[src/rtl/clock_divider_100mhz_to_1hz.sv]
// Counter-based divider: produces a 50 % duty square wave at OUT_FREQ_HZ from CLK_FREQ_HZ,
// plus a one-cycle strobe on each rising transition. clk_out is data, not a clock.
module clock_divider_100mhz_to_1hz #(
  parameter int unsigned CLK_FREQ_HZ = 100_000_000,
  parameter int unsigned OUT_FREQ_HZ = 1
) (
  input  logic clk,
  input  logic rst,
  output logic clk_out,
  output logic tick
);

  // Fall back to a harmless value for illegal configs so elaboration reaches the checks below.
  localparam int unsigned HALF_COUNT =
      (OUT_FREQ_HZ > 0 && CLK_FREQ_HZ >= 2 * OUT_FREQ_HZ) ? CLK_FREQ_HZ / (2 * OUT_FREQ_HZ) : 1;
  localparam int unsigned CNT_W = (HALF_COUNT > 1) ? $clog2(HALF_COUNT) : 1;
  localparam logic [CNT_W-1:0] CNT_MAX = CNT_W'(HALF_COUNT - 1);

  if (OUT_FREQ_HZ == 0) begin : g_err_out_freq
    $error("clock_divider_100mhz_to_1hz: OUT_FREQ_HZ must be greater than 0");
  end
  if (OUT_FREQ_HZ > 0 && CLK_FREQ_HZ < 2 * OUT_FREQ_HZ) begin : g_err_too_slow
    $error("clock_divider_100mhz_to_1hz: CLK_FREQ_HZ must be at least 2*OUT_FREQ_HZ");
  end
  if (OUT_FREQ_HZ > 0 && (CLK_FREQ_HZ % (2 * OUT_FREQ_HZ)) != 0) begin : g_err_not_divisible
    $error("clock_divider_100mhz_to_1hz: CLK_FREQ_HZ must be divisible by 2*OUT_FREQ_HZ");
  end

  logic [CNT_W-1:0] count_q, count_d;
  logic             clk_out_q, clk_out_d;
  logic             tick_q, tick_d;
  logic             wrap;

  always_comb begin
    wrap      = (count_q == CNT_MAX);
    count_d   = wrap ? '0 : count_q + CNT_W'(1);
    clk_out_d = wrap ? ~clk_out_q : clk_out_q;
    // Strobe only on the 0->1 toggle.
    tick_d    = wrap & ~clk_out_q;
  end

  always_ff @(posedge clk or negedge rst) begin
    if (!rst) begin
      count_q   <= '0;
      clk_out_q <= 1'b0;
      tick_q    <= 1'b0;
    end else begin
      count_q   <= count_d;
      clk_out_q <= clk_out_d;
      tick_q    <= tick_d;
    end
  end

  assign clk_out = clk_out_q;
  assign tick    = tick_q;

endmodule

[config.mk]
export PLATFORM = sky130hd
export DESIGN_NAME = clock_divider_100mhz_to_1hz
export DESIGN_NICKNAME = d
export VERILOG_FILES = /design/src/rtl/clock_divider_100mhz_to_1hz.sv
export SDC_FILE = /design/constraint.sdc
export NUM_CORES = 1
export LEC_CHECK = 0
export ABC_AREA = 1
export CORE_ASPECT_RATIO = 0.9
export CORE_UTILIZATION = 35
export CTS_CLUSTER_SIZE = 12
export DETAILED_ROUTE_END_ITERATION = 8
export PLACE_DENSITY = 0.54
export SETUP_SLACK_MARGIN = 0.4
export SYNTH_ARGS = -nofsm -noshare
export SYNTH_HDL_FRONTEND = slang
export SYNTH_SLANG_ARGS = --single-unit
[constraint.sdc]
create_clock -name clk -period 1.9 [get_ports clk]
set_input_delay 0.38 -clock clk [delete_from_list [all_inputs] [get_ports clk]]
set_output_delay 0.38 -clock clk [all_outputs]
set_load 0.02 [all_outputs]
## Yosys cells after proc, flatten, opt, wreduce, memory -nomap -nowiden

Index checks and enable logic that the tools add are counted.

| operators by class | value |
|---|---|
| reduce and logical (&&, ||, !) cells | 0 |
| equal/unequal tests | 1 |
| mux-type cells | 1 |
| bitwise gates (word level) | 2 |
| shift operators | 0 |
| divide/modulo/power cells | 0 |
| $add $sub $neg | 1 |
| $lt $le $gt $ge | 0 |
| $mul | 0 |

Operators by type and width:

| kind | count |
|---|---|
| $add 26x1->26 const B | 1 |
| $eq 26x26->1 const B | 1 |
| $mux 26 | 1 |
| $and 1x1->1 | 1 |
| $not 1->1 | 1 |

| storage, ports and cells | value |
|---|---|
| bits in latches | 0 |
| memories kept | 0 |
| input bits | 2 |
| output and inout port bits | 2 |
| bits in read-only memories | 0 |
| bits in writable memories | 0 |
| bits in registers | 28 |

## Depth between registers and ports, before layout

| depth | value |
|---|---|
| word-level depth | 2 |
| depth in mapped cells | 9 |
| depth with buffers taken out | 9 |

## Worst setup path after synthesis

No wires, ideal clock.

| timing | value |
|---|---|
| kind | reg-to-reg |
| start | register count_q[0] |
| end | register count_q[23] |
| arrival time | 1198 ps |
| stages on the path, launching flop included | 9 |
| library setup time | 118 ps |
| clock period less this slack | 1315 ps |
| slack | 585 ps |
| path buffers | 0 |
| cell sequence | dfrtp_1 -> ha_1 -> nand3_1 -> nor2_1 -> nand2_1 -> nor2_2 -> nand2_4 -> nand2_1 -> nor2_2 |

| between the ends | value |
|---|---|
| longest elaborated chain between the ends | 2 |

RTL lines:

| what | line | source |
|---|---|---|
| start, declared | 29 | `logic [CNT_W-1:0] count_q, count_d;` |
| start signal, assigned | 48 | `count_q <= count_d;` |
| $add 26x1->26 / $eq 26x26->1 (equally long branches) | 36, 35 |  |
| $mux 26 * | 36 | `count_d = wrap ? '0 : count_q + CNT_W'(1);` |
| net count_d[23] | 29 |  |

Mark *: on every way through the listed nets, which the timed path passes. The rest lies on a longest branch.
A chain may end at the register's enable or synchronous reset.

## Final worst setup path

| timing | value |
|---|---|
| start | register count_q[1] |
| end | register clk_out_q (netlist: clk_out) |

| between the ends | value |
|---|---|
| longest elaborated chain between the ends | 1 |

RTL lines:

| what | line | source |
|---|---|---|
| $eq 26x26->1 | 35 | `wrap = (count_q == CNT_MAX);` |
| end signal, assigned | 49 | `clk_out_q <= clk_out_d;` |
| end, declared | 30 | `logic clk_out_q, clk_out_d;` |

Every way passes these cells.

==> metrics.cfg <==
[status]
status=complete, no violations

[yosys]
synth_fp_nets=241
ys_ff_latch=28
synth-seq-area-share=0.411
yosysUniqueCellTypes=20
synth_warnings=0
synth.avg_cell_area_sq_um=7.17
synthCells=238
netlist_area_sq_um=1710

[sta]
fin_ws_ps=479
min_period_ps=1420
fin_crit_sh=0.748
finalSetupViolCount=0
relSlewSlack=0.757
setup_tns_ps=0
worstMarginPinSlew_ps=365
hold_viol=0
fin_worst_skew_ps=4.46
fmax_mhz=704
rsz0062_at_grt=yes
maxSlewViolCount=0

[place]
gp_congestion=0.842
pre_cts_ws_ps=420
port_buffers=3
dp_hpwl_um=2780

[critical_path]
crit_type=flop to flop
critical_path.max_stage_delay_ps=410
cp_common_cell=nand2_1
crit_path_max_fanout=8
crit_family=simple AND/OR/NAND/NOR gates
cp_cell_sequence=ha_4 -> nand3_2 -> nor3_1 -> nand2_1 -> nor2_4 -> nand2_1 -> nand2_1
crit_path_top_delay_cell=dfrtp_1
crit_path_end_kind=flop
setup.worst_path.start_class=flop
cp.arrival_ps=1640
worst_ep_required_time_ps=2120
critPathBufInv=0

[clock_network]
cts.sinks=28
cts_buffers=3
root_buffer=clkbuf_8
clk_latency_ps=280
clkTransAtPathRegs_ps=100
cts_tree=built
clock_path_buffers=2
htree_levels=1

[grt]
grt_pass1_wl_um=6490
grt_use_met1=0.259
grt_max_degree=29
gr-usage-met3=0.0398
grt_pass1_vias=1393
grt_use_met2=0.257
grt-busiest-layer=met1
grt_usage=0.172
grt-ovfl-total=0
antenna_found_initial=0

[power]
vdd_drop_max_mv=0.352
leakagePower_nw=0.969
power_switching_w=0.000201
clockPowerShare=0.381
combinationalPowerShare=0.015
p_seq_frac=0.604
power.switching_fraction=0.204
p_int_w=0.000784
p_per_area_nw_per_um2=502

[cells_and_area]
layout_commonest_cell=nand2_1
multiInputGateArea_sq_um=927
final_cell_mix=65 x nand2_1, 48 x nor2_1, 33 x inv_1
drive_gt1_frac=0.191
area_delta_synth_final_pct=15.1
final_nets=255
diodes=0
regArea_sq_um=703
fillers=477

[die]
num_io_pins=4
die_w_um=75.6
start_util=0.373
die-area_sq_um=5160
chipHeight_um=68.2
coreArea_sq_um=4580
rows=23

[run]
maxCapViolCount=0

[route]
drtAntennaViolNets=0
drc_errors=0
drt-total-wl_um=3760
drt-pass1-iter-count=4
num_vias=1383
drtIter0Drc=66
via_per_inst=4.42
route.detailed.wl_per_inst_um=12.0

[min_path]
hold_path_class=input pin to async pin

## worst paths after layout
kind | cells after the start | endpoint | slack [ps] | start
max | 7 | clk_out | 480 | count_q[1]
min | 2 | count_q[7] | 480 | rst
min in group clk | 1 | tick | 490 | clk_out
max reg2reg | 7 | clk_out | 480 | count_q[1]
max in group asynchronous | 2 | count_q[16] | 1140 | rst
min reg2reg | 1 | tick | 490 | clk_out
## state kept, by name, indices dropped and copies added, names as in the netlist
signal	count
clk_out	1
count_q	26
tick	1
## cells in the mapped netlist
cell type / count / share of area
nor2_2: 10 / 0.037
nor3_2: 1 / 0.0059
inv_1: 33 / 0.073
nand4_1: 4 / 0.015
o21ai_1: 1 / 0.0029
and2_1: 1 / 0.0037
nor2_1: 50 / 0.11
nand2_1: 66 / 0.15
nor2_4: 6 / 0.040
nand3_1: 7 / 0.021
dfrtp_1: 28 / 0.41
inv_2: 3 / 0.0066
nor3b_2: 1 / 0.0073
ha_1: 1 / 0.0073
nand2_2: 8 / 0.029
xnor2_1: 1 / 0.0051
a21oi_1: 1 / 0.0029
nand2_4: 2 / 0.013
nor3_1: 3 / 0.0088
xor2_1: 11 / 0.056
## routing by layer
metal  vias to the layer above  part of all wire
li1                        732                 -
met1                       633              0.56
met2                        16              0.41
met3                         2             0.032
met4                         0            0.0027
met5                         -                 0
## worst reg2reg max path, cell delays in order, from the launching register on
cell     delay, ps
dfrtp_1        410
ha_4           160
nand3_2        110
nor3_1         200
nand2_1        120
nor2_4         230
nand2_1         80
nand2_1         60
## power groups by stage
stage	Clock, W	Combinational [W]	Sequential (W)
2_1_floorplan	0	0.000000000497	0.000607
3_3_place_gp	0	0.0000163	0.000607
6_report	0.000375	0.0000148	0.000595
5_1_grt	0.000425	0.0000184	0.000596
3_5_place_dp	0	0.0000162	0.000607
4_1_cts	0.000399	0.0000161	0.000596
## kinds of logic (layout without fill, tap and decap cells)
group,count (synthesis),in the layout,share of synthesized area
XOR/XNOR,12,12,0.0616
AO/OA/AOI/OAI,2,2,0.00586
flip-flops,28,28,0.411
adder cells (fa/ha/maj),1,1,0.00734
AND/OR/NAND/NOR,159,160,0.435
buffers and inverters,36,48,0.0792
## through the flow
stage / instance area, sq um / power, W / hold WS (ps) / utilization / std cells
5_1_grt: 1960 / 0.00104 / 511 / 0.429 / 313
3_3_place_gp: 1820 / 0.000624 / 444 / 0.398 / 304
2_1_floorplan: 1710 / 0.000607 / 84.4 / - / 238
3_5_place_dp: 1820 / 0.000623 / 477 / 0.398 / 304
4_1_cts: 1880 / 0.00101 / 485 / 0.411 / 309
6_report: 1960 / 0.000985 / 476 / 0.429 / 313
## timing repair
item | 4_1_cts | 5_1_grt
gates resized for setup | 2 | 13
endpoints found under the setup margin | 3 | 19
pin swaps | 0 | 5
hold buffers | 0 | 0
setup buffers | 1 | 3
gates cloned | 0 | 1
## final cells by class
| class | count | area share |
|---|---|---|
| multi-input cells | 175 | 0.472 |
| flip-flops and latches | 28 | 0.358 |
| inverters | 36 | 0.0688 |
| well taps | 62 | 0.0395 |
| repair buffers | 8 | 0.0331 |
| clock buffers | 4 | 0.0280 |
Power figures use the tool's default switching activity.
